### config.mk
export PLATFORM = sky130hd
export DESIGN_NAME = mmio_port_endpoint
export DESIGN_NICKNAME = d
export VERILOG_FILES = /design/src/rtl/mmio_port_endpoint.sv
export SDC_FILE = /design/constraint.sdc
export NUM_CORES = 1
export LEC_CHECK = 0
export CORE_ASPECT_RATIO = 0.6
export CORE_MARGIN = 2
export CORE_UTILIZATION = 32
export CTS_BUF_LIST = sky130_fd_sc_hd__clkbuf_8
export CTS_CLUSTER_DIAMETER = 50
export DETAILED_ROUTE_END_ITERATION = 7
export SETUP_SLACK_MARGIN = 0.02
export SYNTH_ARGS = -nofsm -noshare
export SYNTH_HDL_FRONTEND = slang
export SYNTH_SLANG_ARGS = --single-unit
### constraint.sdc
create_clock -name clk -period 2.7 [get_ports clk]
set_input_delay 0.405 -clock clk [delete_from_list [all_inputs] [get_ports clk]]
set_output_delay 0.405 -clock clk [all_outputs]
set_load 0.05 [all_outputs]
### src/rtl/mmio_port_endpoint.sv
// rtl/mmio_port_endpoint.sv - MMIO port endpoint: host write strobe into RX FIFO, device word and status back to host
// Optional interrupt output enabled by defining MMIO_EP_IRQ_EN.
module mmio_port_endpoint #(
  parameter int          FIFO_DEPTH = 4,
  parameter logic [7:0]  PORT_ID    = 8'h00
) (
  input  logic        clk,
  input  logic        rst_n,
  input  logic        host_inform_write,
  input  logic [15:0] host_d_lo,
  input  logic [15:0] host_d_hi,
  input  logic        host_inform_read,
  output logic [15:0] host_rd_lo,
  output logic [15:0] host_rd_hi,
  output logic        dev_rx_valid,
  input  logic        dev_rx_ready,
  output logic [31:0] dev_rx_data,
  input  logic        dev_tx_valid,
  output logic        dev_tx_ready,
  input  logic [15:0] dev_tx_data
`ifdef MMIO_EP_IRQ_EN
  ,
  output logic        irq
`endif
);

  localparam int AW = $clog2(FIFO_DEPTH);
  localparam int CW = AW + 1;

  logic          prev_w_q, prev_r_q;
  logic [31:0]   mem_q [FIFO_DEPTH];
  logic [AW-1:0] wptr_q, wptr_d;
  logic [AW-1:0] rptr_q, rptr_d;
  logic [CW-1:0] count_q, count_d;
  logic [15:0]   hold_q, hold_d;
  logic          tx_full_q, tx_full_d;
  logic          ovf_q, ovf_d;

  logic wr_ev, rd_ev, rx_full, pop, push, ovf_set, tx_load;
  logic [3:0] count4;

  always_comb begin
    wr_ev   = host_inform_write & ~prev_w_q;
    rd_ev   = host_inform_read & ~prev_r_q;
    rx_full = (count_q == CW'(FIFO_DEPTH));
    pop     = dev_rx_valid & dev_rx_ready;
    // A pop in the same cycle frees the slot, so a push onto a full FIFO still lands.
    push    = wr_ev & (~rx_full | pop);
    ovf_set = wr_ev & rx_full & ~pop;
    count_d = count_q + CW'(push) - CW'(pop);
    wptr_d  = push ? wptr_q + AW'(1) : wptr_q;
    rptr_d  = pop ? rptr_q + AW'(1) : rptr_q;
    tx_load = dev_tx_valid & ~tx_full_q;
    tx_full_d = tx_load | (tx_full_q & ~rd_ev);
    ovf_d   = ovf_set | (ovf_q & ~rd_ev);
    hold_d  = tx_load ? dev_tx_data : hold_q;
    count4  = '0;
    count4[CW-1:0] = count_q;
  end

  always_ff @(posedge clk or negedge rst_n) begin
    if (!rst_n) begin
      prev_w_q  <= 1'b1;
      prev_r_q  <= 1'b1;
      wptr_q    <= '0;
      rptr_q    <= '0;
      count_q   <= '0;
      hold_q    <= '0;
      tx_full_q <= 1'b0;
      ovf_q     <= 1'b0;
      for (int i = 0; i < FIFO_DEPTH; i++) mem_q[i] <= '0;
    end else begin
      prev_w_q  <= host_inform_write;
      prev_r_q  <= host_inform_read;
      wptr_q    <= wptr_d;
      rptr_q    <= rptr_d;
      count_q   <= count_d;
      hold_q    <= hold_d;
      tx_full_q <= tx_full_d;
      ovf_q     <= ovf_d;
      if (push) mem_q[wptr_q] <= {host_d_hi, host_d_lo};
    end
  end

`ifdef MMIO_EP_IRQ_EN
  logic irq_q;
  always_ff @(posedge clk or negedge rst_n) begin
    if (!rst_n) irq_q <= 1'b0;
    else        irq_q <= tx_full_d | ovf_d;
  end
  assign irq = irq_q;
`endif

  assign dev_rx_valid = (count_q != '0);
  assign dev_rx_data  = mem_q[rptr_q];
  assign dev_tx_ready = ~tx_full_q;
  assign host_rd_lo   = hold_q;
  assign host_rd_hi   = {tx_full_q, ovf_q, rx_full, 1'b0, count4, PORT_ID};

endmodule

==> summary.md <==
| Metric | Value |
|---|---|
| Status | `finished clean` |
| Die area | `22300 um^2` |
| Yosys top cell area share | `56.7%` |
| Drt initial violations | `149` |
| CTS tree | `done` |
| Count of pins over their slew limit | `0` |
| RSZ-0062 raised after global routing | `false` |
| GR Overflow Total | `0` |
| Clock sinks | `155` |
| Clk pin slew, worst setup/hold paths | `0.08 ns` |
| CP startpoint | `count_q[1]$_DFF_PN0_` |
| DRC viols | `0` |
| Clk Latency, worst-skew pair | `0.45 ns` |
| # IOs | `120` |
| Nets | `582` |
| Clk buf depth | `2` |
| Worst setup EP type | `output port` |
| Antenna violations before repair | `0` |
| Worst reg-to-reg path cell count | `9` |
| DR vias/cell | `4.67` |
| Max_slew headroom | `58.0%` |
| Register area | `3880 um^2` |
| GRT met1 Usage | `18.9%` |
| Clock Power Share | `16.0%` |
| Setup bufs post-CTS | `0` |
| Syn Std Cell Area | `6750 um^2` |
| Number of global-route vias before repair | `4269` |
| Sw frac | `40.9%` |
| Final WS setup | `0.208 ns` |
| CP Cell Sequence | `nor3b_1 > clkdlybuf4s50_1` |
| Post-CTS resize count | `0` |
| Core Region | `20900 um^2` |
| Least-Margin Pin Slew | `0.628 ns` |
| Pin count of the biggest net entering global routing | `69` |
| Setup-failing EPs final | `0` |
| VDD IR-drop max | `872 uV` |
| Detail Route Antenna Nets | `0` |
| Final period util | `92.3%` |
| Tot GR Track Use | `14.0%` |
| Vias | `3791` |
| N_diodes | `0` |
| R2R Path Start | `count_q[1]$_DFF_PN0_` |
| Clk_skew | `0.0121 ns` |
| Period minus WS final | `2.49 ns` |
| CTS Buf Count | `17` |
| Leak Pwr | `0.00358 uW` |
| Clock H-tree levels | `4` |
| Fillers | `1877` |
| Seq/Total Area, Yosys | `57.5%` |
| Hold Buf Count CTS | `1` |
| Synth cell types | `24` |
| Syn_area_per_cell | `16.7 um^2` |
| Routability Congestion | `0.683` |
| Ratio of cells with drive above 1 in the final layout | `49.3%` |
| Number of synthesized register bits | `155` |
| FF-to-FF setup slack | `0.29 ns` |
| Hold slack | `0.380 ns` |
| Gr busiest metal | `met2` |
| Final Hold Viols | `0` |
| Area occupied by multi-input gates | `2700 um^2` |
| Final wirelength | `14.5 mm` |
| Placed inst area | `8170 um^2` |
| Num rows | `41` |
| Comb pwr share | `51.2%` |
| CP Class | `flip-flop to output port` |
| Worst setup path endpoint | `host_rd_hi[13]` |
| Min-Delay Path Class | `primary input to flip-flop` |
| Sw power | `5070 uW` |
| DR pass1 iterations | `4` |
| Crit-path max cell delay | `0.86 ns` |
| Number of buffers inserted by port buffering | `109` |
| Critical-path top delay cell | `clkdlybuf4s50_1` |
| Final Cell Area | `8630 um^2` |
| GR Util met2 | `21.7%` |
| RR Endpoint | `count_q[2]$_DFF_PN0_` |
| CP required | `2.30 ns` |
| Worst-path maximum fanout | `6` |
| Seq pwr share | `32.8%` |
| HPWL Detailed | `9.55 mm` |
| M3 GR Usage | `4.87%` |
| Avg WL per Cell | `17.9 um` |
| Fin util | `41.3%` |
| Cell area power density | `1440 nW/um^2` |
| Initial Util | `32.3%` |
| Clk root buf | `clkbuf_8` |
| Arrival @ worst endpoint | `2.09 ns` |
| Syn-to-layout area delta | `27.8%` |
| Max frequency | `401 MHz` |
| Synth area leaders | `dfrtp_1 57%, mux2_2 24%, mux4_2 11%, buf_4 1.4%, buf_2 1.3%` |
| Max-Cap Viols | `0` |
| Area leader, netlist | `dfrtp_1` |
| Die Span X | `192 um` |
| Int Power | `7330 uW` |
| Setup crit start kind | `flip-flop` |
| First-pass GRT wire length | `23.4 mm` |
| Worst slack, placed | `-0.0942 ns` |
| Warnings, synthesis | `0` |
| Die H | `117 um` |
| Syn Inst Count | `404` |
cell usage in the layout (no fill, tap or decap):
master,n
a21o_1,1
a22o_1,1
buf_12,7
buf_4,40
buf_6,1
bufinv_16,5
clkbuf_8,18
clkdlybuf4s50_1,76
clkinv_2,2
clkinv_4,1
clkinvlp_4,2
conb_1,10
dfrtp_1,151
dfrtp_2,2
dfstp_2,2
dlygate4sd3_1,1
fa_1,1
ha_1,6
inv_1,9
inv_6,1
mux2_2,145
mux4_2,32
nand2_1,1
nand2b_1,2
nor2_1,2
nor2b_1,1
nor3b_1,1
nor3b_4,4
nor4b_4,1
o31a_1,1
or3_1,1
xnor2_1,4
xor2_1,1
cells by family after synthesis:
kind of cell / Yosys count / share of synthesized area, %
other: 1 / 0.0555
buffers and inverters: 43 / 3.43
AND/OR/NAND/NOR: 13 / 1.74
AO/OA/AOI/OAI: 3 / 0.371
XOR/XNOR: 5 / 0.649
multiplexers: 177 / 34.9
adder cells (fa/ha/maj): 7 / 1.41
flip-flops: 155 / 57.5
per-layer routing:
metal / part of all wire [%] / wire length, um
met1: 47 / 6860
met2: 46 / 6630
met3: 5.7 / 832
met4: 1.2 / 175
met5: 0 / 0
power by group through the flow:
stage          combinational, uW  clock (uW)  sequential (uW)
6_report                    6360        1980             4070
5_1_grt                     6710        2160             4230
4_1_cts                     6460        2050             4080
3_5_place_dp                6440           0             4130
3_3_place_gp                6350           0             4030
2_1_floorplan               4380           0             4270
flip-flops by register name, summed over array words and instances, names as in the netlist:
signal and cells:
count_q 3, host_rd_lo 16, mem_q 128, ovf_q 1, prev_r_q 1, prev_w_q 1
rptr_q 2, tx_full_q 1, wptr_q 2
per-stage QoR:
step                TNS (ns)  power (uW)  std cells
floorplan                  0        8650        413
global placement     -0.0535       10400        780
detailed placement   -0.0942       10600        780
CTS                        0       12600        812
global route               0       13100        812
finish                     0       12400        812
worst min path at each step:
stage                                start                     to  slack (ns)  cells after the start
after CTS                 host_inform_read     prev_r_q$_DFF_PN1_        0.34                      1
after global placement               rst_n  mem_q[91]$_DFFE_PN0P_        0.42                      1
after floorplan                      rst_n   count_q[0]$_DFF_PN0_        0.11                      0
final                     host_inform_read     prev_r_q$_DFF_PN1_        0.38                      1
after global routing      host_inform_read     prev_r_q$_DFF_PN1_        0.35                      1
after detailed placement             rst_n  mem_q[91]$_DFFE_PN0P_        0.42                      1
synth_stat cells, drive strengths merged:
cell and instances:
a21o 1, nor2 2, clkbuf 6, or3 1
mux4 32, o31a 1, conb 1, nor2b 1
buf 30, a22o 1, inv 7, xor2 1
xnor2 4, nor4b 1, fa 1, nand2 1
nor3b 5, dfstp 2, mux2 145, ha 6
nand2b 2, dfrtp 153
worst max-delay path: cells and delay by family, from the launching register on:
kind                   cells  cell delay [ns]
buffers and inverters      1             0.86
flip-flops                 1             0.47
AND/OR/NAND/NOR            1             0.31
area by class of cell:
cell class	count	share of cell area, %
repair buffers	125	14.2
clock buffers	18	2.87
flip-flops and latches	155	45.0
multi-input cells	215	31.3
inverters	7	0.305
well taps	279	4.05
clock inverters	13	2.32
Note: power is estimated with default switching activity, not from simulation.
